### config.mk
export PLATFORM = sky130hd
export DESIGN_NAME = example_sync_event_capture
export DESIGN_NICKNAME = d
export VERILOG_FILES = /design/src/rtl/example_sync_event_capture.sv
export SDC_FILE = /design/constraint.sdc
export NUM_CORES = 1
export LEC_CHECK = 0
export ABC_AREA = 1
export ABC_CLOCK_PERIOD_IN_PS = 2520
export BUFFER_PORTS_ARGS = -buffer_cell sky130_fd_sc_hd__buf_4
export CAP_MARGIN = 20
export CORE_MARGIN = 2
export CORE_UTILIZATION = 49
export DETAILED_ROUTE_END_ITERATION = 7
export GPL_ROUTABILITY_DRIVEN = 1
export PLACE_DENSITY = 0.79
export SYNTH_ARGS = -nofsm -noshare
export SYNTH_HDL_FRONTEND = slang
export SYNTH_SLANG_ARGS = --single-unit
export TNS_END_PERCENT = 100
### constraint.sdc
create_clock -name CLK -period 2.52 [get_ports CLK]
set_input_delay 0 -clock CLK [delete_from_list [all_inputs] [get_ports CLK]]
set_output_delay 0 -clock CLK [all_outputs]
set_load 0.01 [all_outputs]
### src/rtl/example_sync_event_capture.sv
// Debounce a synchronized level, turn each accepted transition into a rise/fall
// event and offer it on a valid/ready handshake. Events that arrive while the
// consumer stalls on a pending event are dropped and counted (saturating).
module example_sync_event_capture #(
  parameter int   FILTER_CYCLES = 4,
  parameter int   DROP_CNT_W    = 8,
  parameter logic RESET_LEVEL   = 1'b0
) (
  input  logic                  CLK,
  input  logic                  RST,
  input  logic                  SYNC_I,
  output logic                  FILT_O,
  output logic                  EVT_VALID,
  input  logic                  EVT_READY,
  output logic                  EVT_RISE,
  input  logic                  CLR_OVF,
  output logic                  OVF,
  output logic [DROP_CNT_W-1:0] DROP_CNT
);

  if (FILTER_CYCLES < 1 || DROP_CNT_W < 1) begin : g_param_err
    $error("example_sync_event_capture: FILTER_CYCLES and DROP_CNT_W must be >= 1");
  end

  localparam int CNT_W = (FILTER_CYCLES < 1) ? 1 : $clog2(FILTER_CYCLES + 1);
  // Counter value that, together with one more differing sample, completes a run.
  localparam logic [CNT_W-1:0]      CNT_LAST = CNT_W'((FILTER_CYCLES < 1) ? 0 : FILTER_CYCLES - 1);
  localparam logic [DROP_CNT_W-1:0] DROP_MAX = '1;

  typedef enum logic {
    S_IDLE = 1'b0,
    S_PEND = 1'b1
  } state_t;

  logic                  filt_q, filt_d;
  logic [CNT_W-1:0]      cnt_q, cnt_d;
  state_t                state_q, state_d;
  logic                  rise_q, rise_d;
  logic                  ovf_q, ovf_d;
  logic [DROP_CNT_W-1:0] drop_q, drop_d;
  logic                  evt;
  logic                  drop;

  // Stable-run filter: accept the new level on the FILTER_CYCLES-th differing sample.
  always_comb begin
    filt_d = filt_q;
    cnt_d  = '0;
    evt    = 1'b0;
    if (SYNC_I != filt_q) begin
      if (cnt_q == CNT_LAST) begin
        filt_d = SYNC_I;
        evt    = 1'b1;
      end else begin
        cnt_d = cnt_q + 1'b1;
      end
    end
  end

  // Output handshake FSM; a new event while stalled on a pending one is dropped.
  always_comb begin
    state_d = state_q;
    rise_d  = rise_q;
    drop    = 1'b0;
    unique case (state_q)
      S_IDLE: begin
        if (evt) begin
          state_d = S_PEND;
          rise_d  = SYNC_I;
        end
      end
      S_PEND: begin
        if (EVT_READY) begin
          if (evt) rise_d  = SYNC_I;
          else     state_d = S_IDLE;
        end else if (evt) begin
          drop = 1'b1;
        end
      end
      default: state_d = S_IDLE;
    endcase
  end

  // Sticky overflow and saturating drop count; a drop beats a coincident clear.
  always_comb begin
    ovf_d  = ovf_q;
    drop_d = drop_q;
    if (drop) begin
      ovf_d  = 1'b1;
      if (CLR_OVF)               drop_d = DROP_CNT_W'(1);
      else if (drop_q != DROP_MAX) drop_d = drop_q + 1'b1;
    end else if (CLR_OVF) begin
      ovf_d  = 1'b0;
      drop_d = '0;
    end
  end

  // State registers with asynchronous reset.
  always_ff @(posedge CLK or posedge RST) begin
    if (RST) begin
      filt_q  <= RESET_LEVEL;
      cnt_q   <= '0;
      state_q <= S_IDLE;
      rise_q  <= 1'b0;
      ovf_q   <= 1'b0;
      drop_q  <= '0;
    end else begin
      filt_q  <= filt_d;
      cnt_q   <= cnt_d;
      state_q <= state_d;
      rise_q  <= rise_d;
      ovf_q   <= ovf_d;
      drop_q  <= drop_d;
    end
  end

  assign FILT_O    = filt_q;
  assign EVT_VALID = (state_q == S_PEND);
  assign EVT_RISE  = rise_q;
  assign OVF       = ovf_q;
  assign DROP_CNT  = drop_q;

endmodule

### After elaboration in Yosys (flattened, before gate mapping)

Index checks and enable logic that the tools add are counted.

* bits in registers: 15
* latch bits: 0
* RAM bits: 0
* ROM bits: 0
* input port bits: 5
* output and inout bits: 12
* word-level logic and storage cells: 35
* memories: 0

* $add $sub $neg: 2
* multiply operators: 0
* div/mod/pow operators: 0
* $lt $le $gt $ge: 0
* equality and inequality tests: 4
* shift-type cells: 0
* multiplexer cells: 18
* bitwise operators: 1
* reduce and logical (&&, ||, !) cells: 4

Operators with widths (count)
* $mux 8: 4
* $mux 1: 10
* $add 8x1->8 const B: 1
* $ne 8x8->1 const B: 1
* $mux 3: 2
* $pmux 1 s2: 2
* $reduce_and 2->1: 2
* $reduce_bool 2->1: 2
* $add 3x1->3 const B: 1
* $eq 3x2->1 const B: 1
* $ne 2x2->1 const B: 1
* $ne 1x1->1: 1
* $not 1->1: 1

### Longest topological paths before layout

* depth in word-level cells: 8
* depth in mapped cells: 9
* gate-level depth less buffers: 9

### Worst setup path after synthesis

No wires, ideal clock.

* path kind: reg-to-reg
* start point: register drop_q[0] (netlist: DROP_CNT[0])
* end point: register drop_q[4] (netlist: DROP_CNT[4])
* setup time: 0.118 ns
* arrival: 1.158 ns
* required time: 2.402 ns
* setup slack: 1.244 ns
* stages on the path, launching flop included: 7
* path buffers: 0
* period minus slack after synthesis: 1.276 ns
* path through: dfrtp_1 > ha_1 > nand2_2 > nor2_2 > or2_2 > nand4_1 > nand2_1

* longest elaborated chain between the ends: 4
* elaborated cells between the ends (all ways): 7
* those cells by class: add/sub: 1; eq/ne: 1; mux: 3; reduce/logical: 2

RTL lines
* start: declaration: line 40 `logic [DROP_CNT_W-1:0] drop_q, drop_d;`
* start signal: assignment: line 112 `drop_q <= drop_d;`
* $add 8x1->8: line 90 `else if (drop_q != DROP_MAX) drop_d = drop_q + 1'b1;`
* $mux 8: line 90
* $mux 8: line 89 `if (CLR_OVF) drop_d = DROP_CNT_W'(1);`
* $mux 8: line 87 `if (drop) begin`

Several ways; a longest one is shown, not always the timed one. The select of a mux whose other input is x is not followed.
A chain may end at the register's enable or synchronous reset.

### Final worst setup path

* start point: register drop_q[0] (netlist: DROP_CNT[0])
* end point: register drop_q[0] (netlist: DROP_CNT[0])

Same word-level chain as after synthesis.

==> summary.txt <==
Max Fclk -> 718.3 MHz
Drt pass-1 iters -> 4
Worst vdd ir -> 0.4313 mV
Setup_tns -> 0 ps
Final layout net count -> 145
ANT nets after route -> 0
Initial DRC Count -> 22
Clock transition at path regs -> 90 ps
Multi-input gate area -> 446.7 um^2
Final Instance Area -> 1090 um^2
Crit-path cells -> ha_1 > nand2_2 > nor2_2 > nand2_2 > nand3_4 > nand2_2 > nand2_1 > nand2_1
Critical Path Fanout Max -> 9
N_diodes -> 0
Minimum clock period -> 1392 ps
# DRC -> 0
Worst slew pin tran -> 580.3 ps
Drt wl/cell -> 10.80 um
Max-cap violations -> 0
Crit-path most repeated cell -> nand2_2
Clock Path Buffers -> 2
HP Class -> in2reg
Horiz. Die Dim -> 46.52 um
Power Density -> 566.9 nW/um^2
Worst Hold Margin -> 39.77 ps
Synthesized area per cell -> 7.703 um^2
Library cells used by synthesis -> 21
Hpwl dp -> 1299 um
Die Y-Extent -> 46.52 um
Fillers -> 158
H-Tree Depth -> 1
Routed vias/inst -> 4.920
Area Overhead vs Synth -> 23.02%
Num CTS Buffers -> 3
Die area -> 2164 um^2
Startpoint Class -> register
Final Non-Filler Cells -> 162
Proportion of layout cells with a drive suffix above 1 -> 0.2701
Largest net degree at the start of global routing -> 16
Cells after synthesis -> 115
Gr ovfl total -> 0
Via count -> 797
Static leakage -> 0.5904 nW
Synth Register Bits -> 15
Vias in the first global route -> 670
Top-Level Pins -> 17
CP Capture Type -> register
Final setup vio count -> 0
Sequential area share after synthesis -> 0.4237
Unrepaired setup endpoints after global routing -> false
Tcrit/Tclk final -> 0.5525
FP Rows -> 15
Synthesized net count -> 122
Placed cell count -> 155
Setup Fix Bufs, Post-CTS -> 0
Global placer's final weighted congestion -> 0.9269
Global Route Usage Sum -> 0.1850
Mapped cell area -> 885.9 um^2
Clock sinks -> 15
Worst stage delay on the critical path -> 420 ps
Overall power after layout -> 0.6178 mW
Clk root buf -> clkbuf_4
Max_slew headroom -> 0.6127
Crit Path Category -> reg2reg
Critical Path Slowest Stage Cell -> dfrtp_1
Arr. time, crit path -> 1570 ps
Register Area -> 375.4 um^2
Routed WL -> 1750 um
Worst clock skew -> 1.395 ps
Clock Latency Late Sink -> 280 ps
Starting Density -> 0.5187
Port Buffers -> 16
Critical Path RT -> 2700 ps
CTS tree -> yes
First-pass GRT wire length -> 2870 um
Initial antenna violation count -> 0
Placed cell areas -> 1032 um^2
Core area -> 1708 um^2
Status -> finished clean
Yosys warnings -> 0
Slew Viols, Final -> 0
Final Hold Fails -> 0
[per-stage QoR]
step | util | setup slack [ps]
global placement | 0.6044 | 1210
finish | 0.6381 | 1128
CTS | 0.6381 | 1134
detailed placement | 0.6044 | 1151
floorplan | - | 1244
global route | 0.6381 | 1013
[metal layers]
metal  wire length [um]  track usage  vias to the layer above
met5                  0            0                        -
met4                 23      0.05143                        0
met3                 77      0.02353                        4
met2                864       0.3056                       21
met1                785       0.2518                      366
li1                   -            -                      406
[path summary, 6_finish.rpt]
path                             startpoint           to  slack, ps  cells after the start
worst max-delay path            DROP_CNT[0]  DROP_CNT[0]       1130                      8
worst min-delay path              EVT_READY          OVF         40                      4
worst max register to register  DROP_CNT[0]  DROP_CNT[0]       1130                      8
worst min register to register     cnt_q[0]     cnt_q[0]        460                      1
max in group asynchronous               RST     cnt_q[2]       1820                      3
min in group asynchronous               RST     EVT_RISE        320                      3
[registers in the layout, indices dropped and copies added (netlist names)]
signal and count:
OVF 1, DROP_CNT 8, EVT_RISE 1, cnt_q 3
FILT_O 1, EVT_VALID 1
[cell usage after synthesis]
cell | count | area share
nand2_1 | 40 | 0.17
dfrtp_1 | 15 | 0.42
inv_1 | 12 | 0.051
nand3_1 | 8 | 0.045
nor2_1 | 8 | 0.034
nand4_1 | 7 | 0.049
nand2_2 | 4 | 0.028
nor2_2 | 3 | 0.021
ha_1 | 2 | 0.028
inv_2 | 2 | 0.0085
nor2_4 | 2 | 0.025
o21ai_0 | 2 | 0.011
or2_2 | 2 | 0.014
buf_2 | 1 | 0.0056
inv_4 | 1 | 0.0071
nand2_4 | 1 | 0.013
nand3_4 | 1 | 0.020
nand3b_1 | 1 | 0.0085
nor2_8 | 1 | 0.023
nor3_1 | 1 | 0.0056
o21bai_1 | 1 | 0.0085
[where the power goes]
group / internal [mW] / leakage, nW / switching, mW
Clock: 0.0589 / 0.0177 / 0.0804
Sequential: 0.273 / 0.204 / 0.0207
Combinational: 0.0734 / 0.369 / 0.111
[logic make-up (layout without fill, tap and decap cells)]
family,count (synthesis),after routing,synth area share
AO/OA/AOI/OAI,3,3,0.01978
adder cells (fa/ha/maj),2,2,0.02824
buffers and inverters,16,38,0.07203
flip-flops,15,15,0.4237
AND/OR/NAND/NOR,79,79,0.4562
[area by class of cell]
class	instances	share of cell area
sequential	15	0.3444
tap	25	0.02870
inverter	15	0.05396
timing repair buffer	19	0.1378
clock buffer	3	0.02067
clock inverter	1	0.004592
multi-input combinational	84	0.4099
[critical path, delay by kind of cell, from the launching register on]
| kind | cells | cell delay, ps |
|---|---|---|
| simple gates | 7 | 660 |
| fa+ha+maj | 1 | 200 |
| flops | 1 | 420 |
[what timing repair did]
| action | CTS | global route |
|---|---|---|
| endpoints found under the setup margin | 0 | 0 |
| resized for setup | 0 | 0 |
| endpoints found under the hold margin | 17 | 0 |
| hold buffers | 3 | 0 |
[cells in the final DEF (no fill, tap or decap), drive strengths merged, types with 2 or more instances in the layout]
master       count
nand2           45
buf             16
dfrtp           15
inv             15
nor2            14
nand3            9
nand4            7
clkbuf           3
dlygate4sd3      3
o21ai            2
or2              2
ha               2
(Power assumes the default switching activity.)
